--- src/rtl/lcd_pkg.sv ---
// lcd_pkg: shared types and constants for the HD44780 byte writer.
//   lcd_state_e   - controller state encoding
//   INIT_LEN/ROM  - power-on command list used when LCD_INIT_SEQ_EN is defined
//   SLOW_CMD_MASK - command bits that must be clear for a Clear/Home command
package lcd_pkg;

  typedef enum logic [2:0] {
    ST_PWRUP = 3'd0,
    ST_IDLE  = 3'd1,
    ST_SETUP = 3'd2,
    ST_EN_HI = 3'd3,
    ST_EXEC  = 3'd4
  } lcd_state_e;

  localparam int unsigned INIT_LEN   = 4;
  localparam int unsigned INIT_IDX_W = 2;

  // Byte 0 sits in the low byte: function set, display on, entry mode, clear.
  localparam logic [INIT_LEN*8-1:0] INIT_ROM = {8'h01, 8'h06, 8'h0C, 8'h38};

  // Clear (0x01) and Home (0x02/0x03) have every bit above bit 1 clear.
  // 0x00 also matches and is treated as slow, which is the safe choice.
  localparam logic [7:0] SLOW_CMD_MASK = 8'hFC;

  function automatic logic [7:0] init_byte(input logic [INIT_IDX_W-1:0] idx);
    return INIT_ROM[{idx, 3'b000} +: 8];
  endfunction

  function automatic logic is_slow_cmd(input logic rs, input logic [7:0] data);
    return (rs == 1'b0) && ((data & SLOW_CMD_MASK) == 8'h00);
  endfunction

endpackage

--- src/rtl/lcd_byte_writer_timer.sv ---
// lcd_delay_timer: loadable down-counter that saturates at zero.
//   clk, rst_n - clock, asynchronous active-low reset (count <- RST_VAL)
//   load       - load load_val this cycle (wins over decrement)
//   load_val   - value to load
//   done       - count currently reads zero
module lcd_delay_timer #(
  parameter int unsigned W       = 8,
  parameter logic [W-1:0] RST_VAL = {W{1'b0}}
) (
  input  logic         clk,
  input  logic         rst_n,
  input  logic         load,
  input  logic [W-1:0] load_val,
  output logic         done
);

  logic [W-1:0] cnt_r;

  // Count register: load on request, otherwise count down and hold at zero.
  always_ff @(posedge clk or negedge rst_n) begin
    if (!rst_n) begin
      cnt_r <= RST_VAL;
    end else if (load) begin
      cnt_r <= load_val;
    end else if (cnt_r != {W{1'b0}}) begin
      cnt_r <= cnt_r - W'(1'b1);
    end else begin
      cnt_r <= cnt_r;
    end
  end

  assign done = (cnt_r == {W{1'b0}});

endmodule

--- src/rtl/lcd_byte_writer.sv ---
// lcd_byte_writer: 8-bit write-only HD44780 bus driver.
// Accepts bytes on a valid/ready handshake and produces RS/data setup,
// the E pulse and the post-write execution wait, all in units of one
// microsecond = TICK_DIV clk cycles.
//   clk, rst_n         - clock, asynchronous active-low reset
//   wr_valid/wr_ready  - request handshake; accepted when both high at posedge
//   wr_rs, wr_data     - 0 = command / 1 = data, and the byte to write
//   init_done          - sticky: power-up (and optional init list) finished
//   lcd_rs, lcd_rw, lcd_en, lcd_data - LCD pins (lcd_rw tied low)
// Build option: define LCD_INIT_SEQ_EN to have the block send the init
// command list (0x38, 0x0C, 0x06, 0x01) itself after power-up.
module lcd_byte_writer
  import lcd_pkg::*;
#(
  parameter int unsigned TICK_DIV     = 50,
  parameter int unsigned POWERUP_US   = 15000,
  parameter int unsigned SETUP_US     = 1,
  parameter int unsigned E_HIGH_US    = 1,
  parameter int unsigned EXEC_US      = 40,
  parameter int unsigned SLOW_EXEC_US = 1640
) (
  input  logic       clk,
  input  logic       rst_n,
  input  logic       wr_valid,
  output logic       wr_ready,
  input  logic       wr_rs,
  input  logic [7:0] wr_data,
  output logic       init_done,
  output logic       lcd_rs,
  output logic       lcd_rw,
  output logic       lcd_en,
  output logic [7:0] lcd_data
);

  localparam int unsigned PWR_CYC  = POWERUP_US * TICK_DIV;
  localparam int unsigned SLOW_CYC = SLOW_EXEC_US * TICK_DIV;
  localparam int unsigned MAX_CYC  = (PWR_CYC > SLOW_CYC) ? PWR_CYC : SLOW_CYC;
  localparam int unsigned CNT_W    = (MAX_CYC > 1) ? $clog2(MAX_CYC) : 1;

  // Load values are N*TICK_DIV-1 so that a state lasts exactly N*TICK_DIV cycles.
  localparam logic [CNT_W-1:0] PWRUP_LD = CNT_W'(PWR_CYC - 1);
  localparam logic [CNT_W-1:0] SETUP_LD = CNT_W'(SETUP_US * TICK_DIV - 1);
  localparam logic [CNT_W-1:0] EN_HI_LD = CNT_W'(E_HIGH_US * TICK_DIV - 1);
  localparam logic [CNT_W-1:0] EXEC_LD  = CNT_W'(EXEC_US * TICK_DIV - 1);
  localparam logic [CNT_W-1:0] SLOW_LD  = CNT_W'(SLOW_CYC - 1);

  lcd_state_e       state_r;
  lcd_state_e       state_nx;
  logic             tmr_load_s;
  logic [CNT_W-1:0] tmr_val_s;
  logic             tmr_done_s;
  logic             latch_s;
  logic             latch_rs_s;
  logic [7:0]       latch_data_s;
  logic             lcd_rs_r;
  logic [7:0]       lcd_data_r;
  logic             lcd_en_r;
  logic             wr_ready_r;
  logic             init_done_r;

`ifdef LCD_INIT_SEQ_EN
  localparam logic [INIT_IDX_W-1:0] INIT_LAST = INIT_IDX_W'(INIT_LEN - 1);
  logic                  init_active_r;
  logic [INIT_IDX_W-1:0] init_idx_r;
  logic                  init_adv_s;
  logic                  init_end_s;
`endif

  // The timer starts out loaded with the power-up wait, so PWRUP needs no entry load.
  lcd_delay_timer #(
    .W       (CNT_W),
    .RST_VAL (PWRUP_LD)
  ) u_timer (
    .clk      (clk),
    .rst_n    (rst_n),
    .load     (tmr_load_s),
    .load_val (tmr_val_s),
    .done     (tmr_done_s)
  );

  // Next-state logic: picks the next state, the timer load for it and any byte to latch.
  always_comb begin
    state_nx     = state_r;
    tmr_load_s   = 1'b0;
    tmr_val_s    = {CNT_W{1'b0}};
    latch_s      = 1'b0;
    latch_rs_s   = 1'b0;
    latch_data_s = 8'h00;
`ifdef LCD_INIT_SEQ_EN
    init_adv_s   = 1'b0;
    init_end_s   = 1'b0;
`endif
    case (state_r)
      ST_PWRUP: begin
        if (tmr_done_s) begin
`ifdef LCD_INIT_SEQ_EN
          // The init list runs through the normal write path, starting with byte 0.
          state_nx     = ST_SETUP;
          tmr_load_s   = 1'b1;
          tmr_val_s    = SETUP_LD;
          latch_s      = 1'b1;
          latch_rs_s   = 1'b0;
          latch_data_s = init_byte(init_idx_r);
`else
          state_nx = ST_IDLE;
`endif
        end else begin
          state_nx = ST_PWRUP;
        end
      end
      ST_IDLE: begin
        if (wr_valid && wr_ready_r) begin
          state_nx     = ST_SETUP;
          tmr_load_s   = 1'b1;
          tmr_val_s    = SETUP_LD;
          latch_s      = 1'b1;
          latch_rs_s   = wr_rs;
          latch_data_s = wr_data;
        end else begin
          state_nx = ST_IDLE;
        end
      end
      ST_SETUP: begin
        if (tmr_done_s) begin
          state_nx   = ST_EN_HI;
          tmr_load_s = 1'b1;
          tmr_val_s  = EN_HI_LD;
        end else begin
          state_nx = ST_SETUP;
        end
      end
      ST_EN_HI: begin
        if (tmr_done_s) begin
          state_nx   = ST_EXEC;
          tmr_load_s = 1'b1;
          // Wait length follows the byte actually on the bus, not the live input.
          tmr_val_s  = is_slow_cmd(lcd_rs_r, lcd_data_r) ? SLOW_LD : EXEC_LD;
        end else begin
          state_nx = ST_EN_HI;
        end
      end
      ST_EXEC: begin
        if (tmr_done_s) begin
`ifdef LCD_INIT_SEQ_EN
          if (init_active_r && (init_idx_r != INIT_LAST)) begin
            state_nx     = ST_SETUP;
            tmr_load_s   = 1'b1;
            tmr_val_s    = SETUP_LD;
            latch_s      = 1'b1;
            latch_rs_s   = 1'b0;
            latch_data_s = init_byte(init_idx_r + INIT_IDX_W'(1'b1));
            init_adv_s   = 1'b1;
          end else if (init_active_r) begin
            state_nx   = ST_IDLE;
            init_end_s = 1'b1;
          end else begin
            state_nx = ST_IDLE;
          end
`else
          state_nx = ST_IDLE;
`endif
        end else begin
          state_nx = ST_EXEC;
        end
      end
      default: begin
        state_nx   = ST_PWRUP;
        tmr_load_s = 1'b1;
        tmr_val_s  = PWRUP_LD;
      end
    endcase
  end

  // State and output registers; outputs are decoded from the next state so they line up with it.
  always_ff @(posedge clk or negedge rst_n) begin
    if (!rst_n) begin
      state_r     <= ST_PWRUP;
      lcd_rs_r    <= 1'b0;
      lcd_data_r  <= 8'h00;
      lcd_en_r    <= 1'b0;
      wr_ready_r  <= 1'b0;
      init_done_r <= 1'b0;
    end else begin
      state_r     <= state_nx;
      lcd_en_r    <= (state_nx == ST_EN_HI);
      wr_ready_r  <= (state_nx == ST_IDLE);
      init_done_r <= init_done_r | (state_nx == ST_IDLE);
      if (latch_s) begin
        lcd_rs_r   <= latch_rs_s;
        lcd_data_r <= latch_data_s;
      end else begin
        lcd_rs_r   <= lcd_rs_r;
        lcd_data_r <= lcd_data_r;
      end
    end
  end

`ifdef LCD_INIT_SEQ_EN
  // Init list position; the list is active from reset until its last wait ends.
  always_ff @(posedge clk or negedge rst_n) begin
    if (!rst_n) begin
      init_active_r <= 1'b1;
      init_idx_r    <= {INIT_IDX_W{1'b0}};
    end else if (init_adv_s) begin
      init_active_r <= init_active_r;
      init_idx_r    <= init_idx_r + INIT_IDX_W'(1'b1);
    end else if (init_end_s) begin
      init_active_r <= 1'b0;
      init_idx_r    <= init_idx_r;
    end else begin
      init_active_r <= init_active_r;
      init_idx_r    <= init_idx_r;
    end
  end
`endif

  assign wr_ready  = wr_ready_r;
  assign init_done = init_done_r;
  assign lcd_rs    = lcd_rs_r;
  assign lcd_rw    = 1'b0;
  assign lcd_en    = lcd_en_r;
  assign lcd_data  = lcd_data_r;

endmodule

--- config.mk ---
export PLATFORM = sky130hd
export DESIGN_NAME = lcd_byte_writer
export DESIGN_NICKNAME = d
export VERILOG_FILES = /design/src/rtl/lcd_pkg.sv /design/src/rtl/lcd_byte_writer_timer.sv /design/src/rtl/lcd_byte_writer.sv
export SDC_FILE = /design/constraint.sdc
export NUM_CORES = 1
export LEC_CHECK = 0
export CELL_PAD_IN_SITES_DETAIL_PLACEMENT = 0
export CELL_PAD_IN_SITES_GLOBAL_PLACEMENT = 1
export CORE_ASPECT_RATIO = 0.75
export CORE_MARGIN = 10
export CORE_UTILIZATION = 42
export CTS_CLUSTER_DIAMETER = 120
export DETAILED_ROUTE_END_ITERATION = 10
export GPL_ROUTABILITY_DRIVEN = 0
export PLACE_DENSITY_LB_ADDON = 0.1
export SETUP_SLACK_MARGIN = 0.15
export SLEW_MARGIN = 0
export SYNTH_ARGS = -nofsm -noshare
export SYNTH_HDL_FRONTEND = slang
export SYNTH_SLANG_ARGS = --single-unit
--- constraint.sdc ---
create_clock -name clk -period 2.4 [get_ports clk]
set_clock_uncertainty 0.05 [all_clocks]
set_input_delay 0.36 -clock clk [delete_from_list [all_inputs] [get_ports clk]]
set_output_delay 0.36 -clock clk [all_outputs]
set_load 0.02 [all_outputs]
==> results.cfg, run 1 <==
[yosys]
synth_seq_cells = 35
synthArstFlopShare = 1.000
synth_area_leaders = dfrtp_1, dfstp_2, nand2_1, nor2_1, xnor2_1
yosysSeqAreaShare = 0.4682
synth_cells = 208
synth_area_um2 = 1906
synth.distinct_cells = 53
synth-edff-count = 0
synthFlopType = dfrtp_1
yosysWarnings = 0
synth_area_per_cell_um2 = 9.161
synth_top_area_cell = dfrtp_1
syn_nets = 222
synth_top_area_share = 0.2889

[place]
dpl.cell_count = 285
hpwl_um = 3794
place_ws_ns = 0.2218
numPortBuffers = 23
placed_area_um2 = 2182

[power_and_ir_drop]
p_int_mw = 1.521
power_leakage_nw = 0.9605
power_frac_comb = 0.376
power_density_nw_per_um2 = 1091
swShare = 0.3904
pwr-share-clk = 0.175
seqPwrFrac = 0.450
total_power_mw = 2.495
vdd_drop_max_mv = 0.4170
p_sw_mw = 0.9741

[finish]
antenna_cells = 0
layout.cells.non_filler = 293
drive_gt1_frac = 0.1822
postLayoutCoreUtil = 0.5181
finalInstanceArea_um2 = 2287
finish.net_count = 250
area_growth_pct = 20.03

[floorplanning]
start_util = 0.4317
chipWidth_um = 97.78
fp.dieH_um = 78.34
fp-row-count = 21
die_area_um2 = 7660
ios = 25
coreArea_um2 = 4414

[clock_tree]
cts_max_path_buffers = 2
cts_tree = built
cts_root_buffer = clkbuf_8
htree_levels = 2
clk_pin_slew_ns = 0.07
cts_inserted_buffers = 5
cts_sinks = 35
clock_latency_ns = 0.29

[worst_setup_path]
end_kind = register
required_ns = 2.57
crit_arrival_ns = 2.32
cp_max_fo = 8
worstSetupPathType = reg -> reg
cp-start-kind = register
crit_buf_inv = 1
slowest_stage = or3b_2
crit_family = simple AND/OR/NAND/NOR gates
critPathMaxStageDelay_ns = 0.49
path_cells = inv_1 > ha_1 > or3b_2 > nor4_4 > and2_2 > a41oi_1 > o21ai_0

[timing]
fmax_mhz = 464.7
period_share = 0.8967
fin_crit_ns = 2.152
final_max_slew_viol_count = 0
tns_ns = 0
rsz0062_at_grt = true
fin_worst_hold_slack_ns = 0.4238
relSlewSlack = 0.6593
hold_viol_final = 0
finalSetupViolCount = 0
max_slew.worst_pin.slew_ns = 0.5099
setup_ws_ns = 0.2479

[global_routing]
grt_pass1_wl_um = 8369
grt_antenna_before_repair = 0
grt_overflow = 0
grt_usage = 0.1333
grt_pass1_vias = 1660
grt_max_degree = 36

[drt]
firstDrtPassIters = 4
viasPerCell = 5.686
wl_um = 4945
wire_per_inst_um = 16.88
drtIter0Drc = 102
drc = 0
antenna_left = 0
num_vias = 1666

[flow_run]
drv_cap = 0

[hold_path]
min_path_type = reg -> reg

[status]
outcome = finished, final reports clean
-- final timing paths --
path	start	end	slack (ns)	cells past startpoint
max in group asynchronous	rst_n	u_timer.cnt_r[14]$_DFFE_PN1P_	1.52	2
worst max-delay path	u_timer.cnt_r[0]$_DFFE_PN1P_	u_timer.cnt_r[7]$_DFFE_PN1P_	0.25	7
worst min register to register	init_done$_DFF_PN0_	init_done$_DFF_PN0_	0.42	1
worst min-delay path	init_done$_DFF_PN0_	init_done$_DFF_PN0_	0.42	1
worst max register to register	u_timer.cnt_r[0]$_DFFE_PN1P_	u_timer.cnt_r[7]$_DFFE_PN1P_	0.25	7
min in group asynchronous	rst_n	u_timer.cnt_r[9]$_DFFE_PN0P_	0.43	2
-- logic make-up after synthesis --
logic type,count (synthesis),share of synthesized area
compound gates,34,0.1175
fa+ha+maj,2,0.01313
mux,2,0.01116
other cells,1,0.001968
xor+xnor,11,0.05056
simple gates,110,0.2948
flops,35,0.4682
buf+inv,13,0.04268
-- power by group through the flow --
| stage | sequential (mW) | clock [mW] | combinational (mW) |
|---|---|---|---|
| after floorplan | 1.11 | 0 | 0.592 |
| after CTS | 1.12 | 0.443 | 0.923 |
| final | 1.12 | 0.435 | 0.937 |
| after global routing | 1.16 | 0.481 | 1.04 |
| after detailed placement | 1.13 | 0 | 0.920 |
| after global placement | 1.11 | 0 | 0.905 |
-- metal layers --
layer  global-route usage  vias to the layer above  share of wire  wire (um)
met3              0.03500                       10          0.059        293
met2               0.2053                       58           0.46       2252
li1                     -                      797              -          -
met5                    0                        -              0          0
met1               0.1763                      801           0.47       2319
met4              0.04783                        0          0.016         80
-- area by class of cell --
class,instances,area (um^2)
clock buffer,6,82.58
clock inverter,1,5.005
fill,412,2127
inverter,5,18.77
multi-input combinational,160,942.2
sequential,35,892.1
tap,57,71.32
timing repair buffer,29,275.3
-- Yosys cell counts, types with 3 or more instances --
cell      instances
dfrtp_1          22
nor3_1            8
or3_1             4
xor2_1            5
o21ai_0           9
nand3_1           8
dfstp_2          13
nand4_1           6
a31oi_1           3
nor4_1            3
a21oi_1           7
nor2_1           16
inv_1             5
xnor2_1           6
clkbuf_1          3
nand2_1          45
-- registers in the layout, summed over array words and instances (netlist names) --
name,count
lcd_data,8
state_r,3
lcd_en,1
wr_ready,1
u_timer.cnt_r,20
lcd_rs,1
init_done,1
-- timing repair --
action                     4_1_cts  5_1_grt
hold buffers                     0        0
buffers inserted                 0        1
resized for setup                0        3
setup endpoints to repair        0        5
-- cell usage in the layout (no fill, tap or decap), drive strengths merged, types with 2 or more instances in the layout --
cell / n
or4: 5
nor3: 9
a21oi: 7
dfstp: 13
o22ai: 2
nand3: 8
or3: 5
clkbuf: 6
nand4: 6
nor2: 17
clkdlybuf4s50: 23
a31oi: 3
nand2: 45
ha: 2
o21ai: 10
or3b: 2
buf: 6
xnor2: 6
dfrtp: 22
inv: 5
xor2: 5
o41ai: 2
o31ai: 2
o311ai: 2
and2: 2
nor4: 4
No activity file was read; power rests on OpenSTA's default activity.
==> inputs of run 2 (changes only) <==
ABC_AREA = 1   (was default)
CORE_UTILIZATION = 41   (was 42)
==> run 2 against run 1 <==
  * Register-to-register slack gained 0.32 ns
  * Worst setup slack improved by 0.32 ns
  * Die area rose by 13%
  * Wire length is 9.5% higher
  * Largest power group unchanged
  * Highest routed layer unchanged
==> results.cfg, run 2 <==
[status]
outcome = finished, final reports clean

[worst_setup_path]
critPathMaxStageDelay_ns = 0.52
required_ns = 2.53
worstSetupPathType = reg -> reg
slowest_stage = dfstp_2
crit_family = simple AND/OR/NAND/NOR gates
path_cells = inv_1 > ha_1 > nand2_1 > nor2_4 > nand4_4 > nand2_4 > nor2_2 > a21oi_2
crit_buf_inv = 1
cp-start-kind = register
crit_arrival_ns = 1.96
end_kind = register
cp_max_fo = 10

[power_and_ir_drop]
swShare = 0.2296
p_sw_mw = 0.2421
p_int_mw = 0.8126
pwr-share-clk = 0.410
power_leakage_nw = 1.260
seqPwrFrac = 0.560
power_density_nw_per_um2 = 410.6
power_frac_comb = 0.030
vdd_drop_max_mv = 0.2868

[global_routing]
grt_pass1_wl_um = 9045
grt_antenna_before_repair = 0
top_usage_layer = met1
grt_overflow = 0
grt_pass1_vias = 1785
grt_usage = 0.1280
grt.met3_usage = 0.03472
grt_use_met2 = 0.1752
met1_usage = 0.1865
grt_max_degree = 36

[floorplanning]
coreArea_um2 = 5010
ios = 25
start_util = 0.4346
chipWidth_um = 104.1
fp-row-count = 22
die_area_um2 = 8655
fp.dieH_um = 83.11

[finish]
antenna_cells = 0
largest_reg_flops = 20
finish.net_count = 336
finalInstanceArea_um2 = 2569
drive_gt1_frac = 0.1610
multi_input_area_um2 = 1112
regMostFlops = u_timer.cnt_r
area_growth_pct = 17.99
n_fill_cell = 497
regArea_um2 = 892.1
layout_common_cells = nand2_1, nor2_1, inv_1
layout_commonest_cell = nand2_1
layout.cells.non_filler = 395

[drt]
wire_per_inst_um = 13.71
wl_um = 5417
drc = 0
num_vias = 1862
drtIter0Drc = 105
viasPerCell = 4.714
firstDrtPassIters = 4
antenna_left = 0

[place]
placed_area_um2 = 2485
hpwl_um = 4243
numPortBuffers = 23
place_ws_ns = 0.5240
dpl.cell_count = 387

[clock_tree]
cts_inserted_buffers = 5
htree_levels = 2
hold_buffers = 0
clk_pin_slew_ns = 0.07
cts_resized = 0
cts_setup_buffers = 0
cts_sinks = 35
cts_tree = built
cts_max_path_buffers = 2
cts_root_buffer = clkbuf_8
clock_latency_ns = 0.29

[yosys]
synthFlopType = dfrtp_1
synth-edff-count = 0
synth_area_per_cell_um2 = 7.405
yosysSeqAreaShare = 0.4098
synth.distinct_cells = 34
synth_top_area_cell = dfrtp_1
synth_common_cells = nand2_1, nor2_1, inv_1, nand3_1, dfrtp_1
synth_area_um2 = 2177
yosysWarnings = 0
synth_seq_cells = 35
synth_area_leaders = dfrtp_1, dfstp_2, nand2_1, nor2_1, nand3_1
yosysMostFrequentCell = nand2_1
synth_cells = 294
synth_top_area_share = 0.2529
synthArstFlopShare = 1.000
syn_nets = 308

[timing]
period_share = 0.7633
tns_ns = 0
final_max_slew_viol_count = 0
setup_ws_ns = 0.5682
fin_worst_hold_slack_ns = 0.4230
fmax_mhz = 545.9
rsz0062_at_grt = false
hold_viol_final = 0
finalSetupViolCount = 0
fin_crit_ns = 1.832

[hold_path]
min_path_type = in -> async

[flow_run]
drv_cap = 0
## run 2: cell count changes after synthesis, sizes merged, moves of 4 or more
cell,change
nand3,+22
nor2,+36
clkbuf,-4
or4,-5
inv,+33
nand2,+48
or3,-5
nand4,-4
nor4,-4
## run 2: worst paths after layout
kind,startpoint,slack (ns),cells after the start,endpoint
setup / recovery,u_timer.cnt_r[0]$_DFFE_PN1P_,0.57,8,u_timer.cnt_r[4]$_DFFE_PN0P_
hold / removal,rst_n,0.42,2,lcd_data[0]$_DFFE_PN0P_
setup reg to reg,u_timer.cnt_r[0]$_DFFE_PN1P_,0.57,8,u_timer.cnt_r[4]$_DFFE_PN0P_
hold reg to reg,init_done$_DFF_PN0_,0.43,2,init_done$_DFF_PN0_
max in group asynchronous,rst_n,1.52,2,u_timer.cnt_r[8]$_DFFE_PN1P_
min in group clk,init_done$_DFF_PN0_,0.43,2,init_done$_DFF_PN0_
## run 2: area by class of cell
type	count	area share
Tap cell	72	0.03507
Sequential cell	35	0.3473
Timing Repair Buffer	25	0.09547
Inverter	38	0.05650
Multi-Input combinational cell	217	0.4330
Clock buffer	7	0.02971
Clock inverter	1	0.002923
## run 2: per-layer routing
metal	part of all wire	wire length, um
met1	0.52	2814
met5	0	0
met4	0.013	68
met3	0.050	269
met2	0.42	2265
## run 2: cell families after synthesis
group	after synthesis	share of synthesized area
simple gates	185	0.4063
compound gates	19	0.05115
other cells	1	0.001722
xor+xnor	10	0.04023
buf+inv	42	0.07931
flops	35	0.4098
fa+ha+maj	2	0.01149
## run 2: metrics by stage
| step | total power, mW | util |
|---|---|---|
| 3_3_place_gp | 0.6340 | 0.4960 |
| 4_1_cts | 1.062 | 0.5127 |
| 3_5_place_dp | 0.6340 | 0.4960 |
| 2_1_floorplan | 0.6039 | - |
| 6_report | 1.055 | 0.5127 |
| 5_1_grt | 1.098 | 0.5127 |
## run 2: power by group through the flow
stage	registers [mW]	clock network, mW	logic [mW]
global route	0.590	0.472	0.0352
finish	0.591	0.432	0.0317
floorplan	0.601	0	0.00260
CTS	0.590	0.439	0.0328
global placement	0.601	0	0.0329
detailed placement	0.601	0	0.0329
==> inputs of run 3 (changes only) <==
CORE_UTILIZATION = 37   (was 41)
clock period = 1.6 ns   (was 2.4 ns; I/O delays follow)
==> run 3 against run 2 <==
  * Worst setup slack worse by 0.55 ns
  * Largest cell class unchanged
  * Critical endpoint unchanged
  * Critical path depth shrank 1
  * Flip-flop and latch count stayed put
==> results.cfg, run 3 (synthesis gave the netlist of run 2 again) <==
[worst_setup_path]
cp_common_cell = nor2_4
end_kind = register
worstSetupPathType = reg -> reg
r2r-start = u_timer.cnt_r[6]$_DFFE_PN0P_
regToRegSetupSlack_ns = 0.01
slowest_stage = dfrtp_2
crit_arrival_ns = 1.71
crit_family = simple AND/OR/NAND/NOR gates
crit_buf_inv = 1
reg2regPathDepth = 7
path_cells = nor2_4 > nand2_4 > nor2_4 > nand3_4 > buf_6 > nor2_4 > a21oi_2
cp-start-kind = register
timing.rr.end = u_timer.cnt_r[4]$_DFFE_PN0P_
critPathMaxStageDelay_ns = 0.47
required_ns = 1.72
cp_max_fo = 7

[global_routing]
met1_usage = 0.2035
grt_usage = 0.1386
grt_use_met2 = 0.1997
grt_max_degree = 21
grt_pass1_vias = 1978
grt_pass1_wl_um = 10210
grt_overflow = 0
top_usage_layer = met1
grt_antenna_before_repair = 0
grt.met3_usage = 0.03262

[drt]
drtIter0Drc = 57
num_vias = 2067
wl_um = 6398
viasPerCell = 4.573
wire_per_inst_um = 14.15
drc = 0
antenna_left = 0
firstDrtPassIters = 4

[place]
placed_area_um2 = 2825
numPortBuffers = 23
hpwl_um = 4853
place_ws_ns = -0.03975
dpl.cell_count = 432

[floorplanning]
ios = 25
coreArea_um2 = 5766
chipWidth_um = 108.6
die_area_um2 = 9384
start_util = 0.3776
fp.dieH_um = 86.43
fp-row-count = 24

[finish]
finish.net_count = 387
layout.cells.non_filler = 452
largest_reg_flops = 20
drive_gt1_frac = 0.4412
antenna_cells = 0
area_growth_pct = 54.14
finalInstanceArea_um2 = 3356
postLayoutCoreUtil = 0.5820
layout_common_cells = nand2_1, buf_4, inv_1
regMostFlops = u_timer.cnt_r
layout_commonest_cell = nand2_1

[flow_run]
drv_cap = 0

[clock_tree]
cts_max_path_buffers = 2
cts_sinks = 35
cts_root_buffer = clkbuf_8
clk_pin_slew_ns = 0.08
cts_inserted_buffers = 5
cts_tree = built
htree_levels = 2
clock_latency_ns = 0.30

[timing]
setup_ws_ns = 0.01444
fin_crit_ns = 1.586
rsz0062_at_grt = true
tns_ns = 0
final_max_slew_viol_count = 0
fmax_mhz = 630.7
period_share = 0.9910
hold_viol_final = 0
fin_worst_hold_slack_ns = 0.3637
finalSetupViolCount = 0

[power_and_ir_drop]
vdd_drop_max_mv = 0.3858
power_density_nw_per_um2 = 569.5
power_leakage_nw = 1.659
total_power_mw = 1.911

[hold_path]
min_path_type = in -> async

[status]
outcome = finished, final reports clean
==> run 3: timing repair <==
action                                 in CTS  in global routing
gates resized for setup                    53                 49
pin swaps                                  14                 32
setup endpoints to repair                  37                 26
hold buffers                                1                  0
endpoints found under the hold margin       7                  0
buffers inserted                            7                  4
==> run 3: where the power goes <==
part	total (mW)	internal, mW	switching (mW)
Clock	0.973	0.622	0.351
Combinational	0.0522	0.0283	0.0239
Sequential	0.886	0.886	0
Total	1.91	1.54	0.375
==> run 3: routing by layer <==
metal / up-vias / share of wire
met2: 26 / 0.44
met4: 0 / 0.0064
met1: 964 / 0.52
li1: 1073 / -
met5: - / 0
met3: 4 / 0.032
==> run 3: worst max path at each step <==
| stage | start | to | slack [ns] | cells after the start |
|---|---|---|---|---|
| final | u_timer.cnt_r[6]$_DFFE_PN0P_ | u_timer.cnt_r[4]$_DFFE_PN0P_ | 0.01 | 7 |
| after floorplan | u_timer.cnt_r[0]$_DFFE_PN1P_ | u_timer.cnt_r[4]$_DFFE_PN0P_ | 0.16 | 8 |
| after global placement | u_timer.cnt_r[1]$_DFFE_PN1P_ | u_timer.cnt_r[17]$_DFFE_PN1P_ | -0.05 | 10 |
| after detailed placement | u_timer.cnt_r[1]$_DFFE_PN1P_ | u_timer.cnt_r[17]$_DFFE_PN1P_ | -0.04 | 10 |
| after global routing | u_timer.cnt_r[1]$_DFFE_PN1P_ | u_timer.cnt_r[1]$_DFFE_PN1P_ | -0.06 | 10 |
| after CTS | u_timer.cnt_r[11]$_DFFE_PN0P_ | u_timer.cnt_r[1]$_DFFE_PN1P_ | 0.03 | 9 |
==> run 3: final cells by class <==
type,instances,area [um^2]
fill,553,2410
multi-input combinational,217,1410
sequential,35,894.6
timing repair buffer,76,661.9
inverter,38,155.1
tap,78,97.59
clock buffer,5,68.82
clock inverter,3,67.56
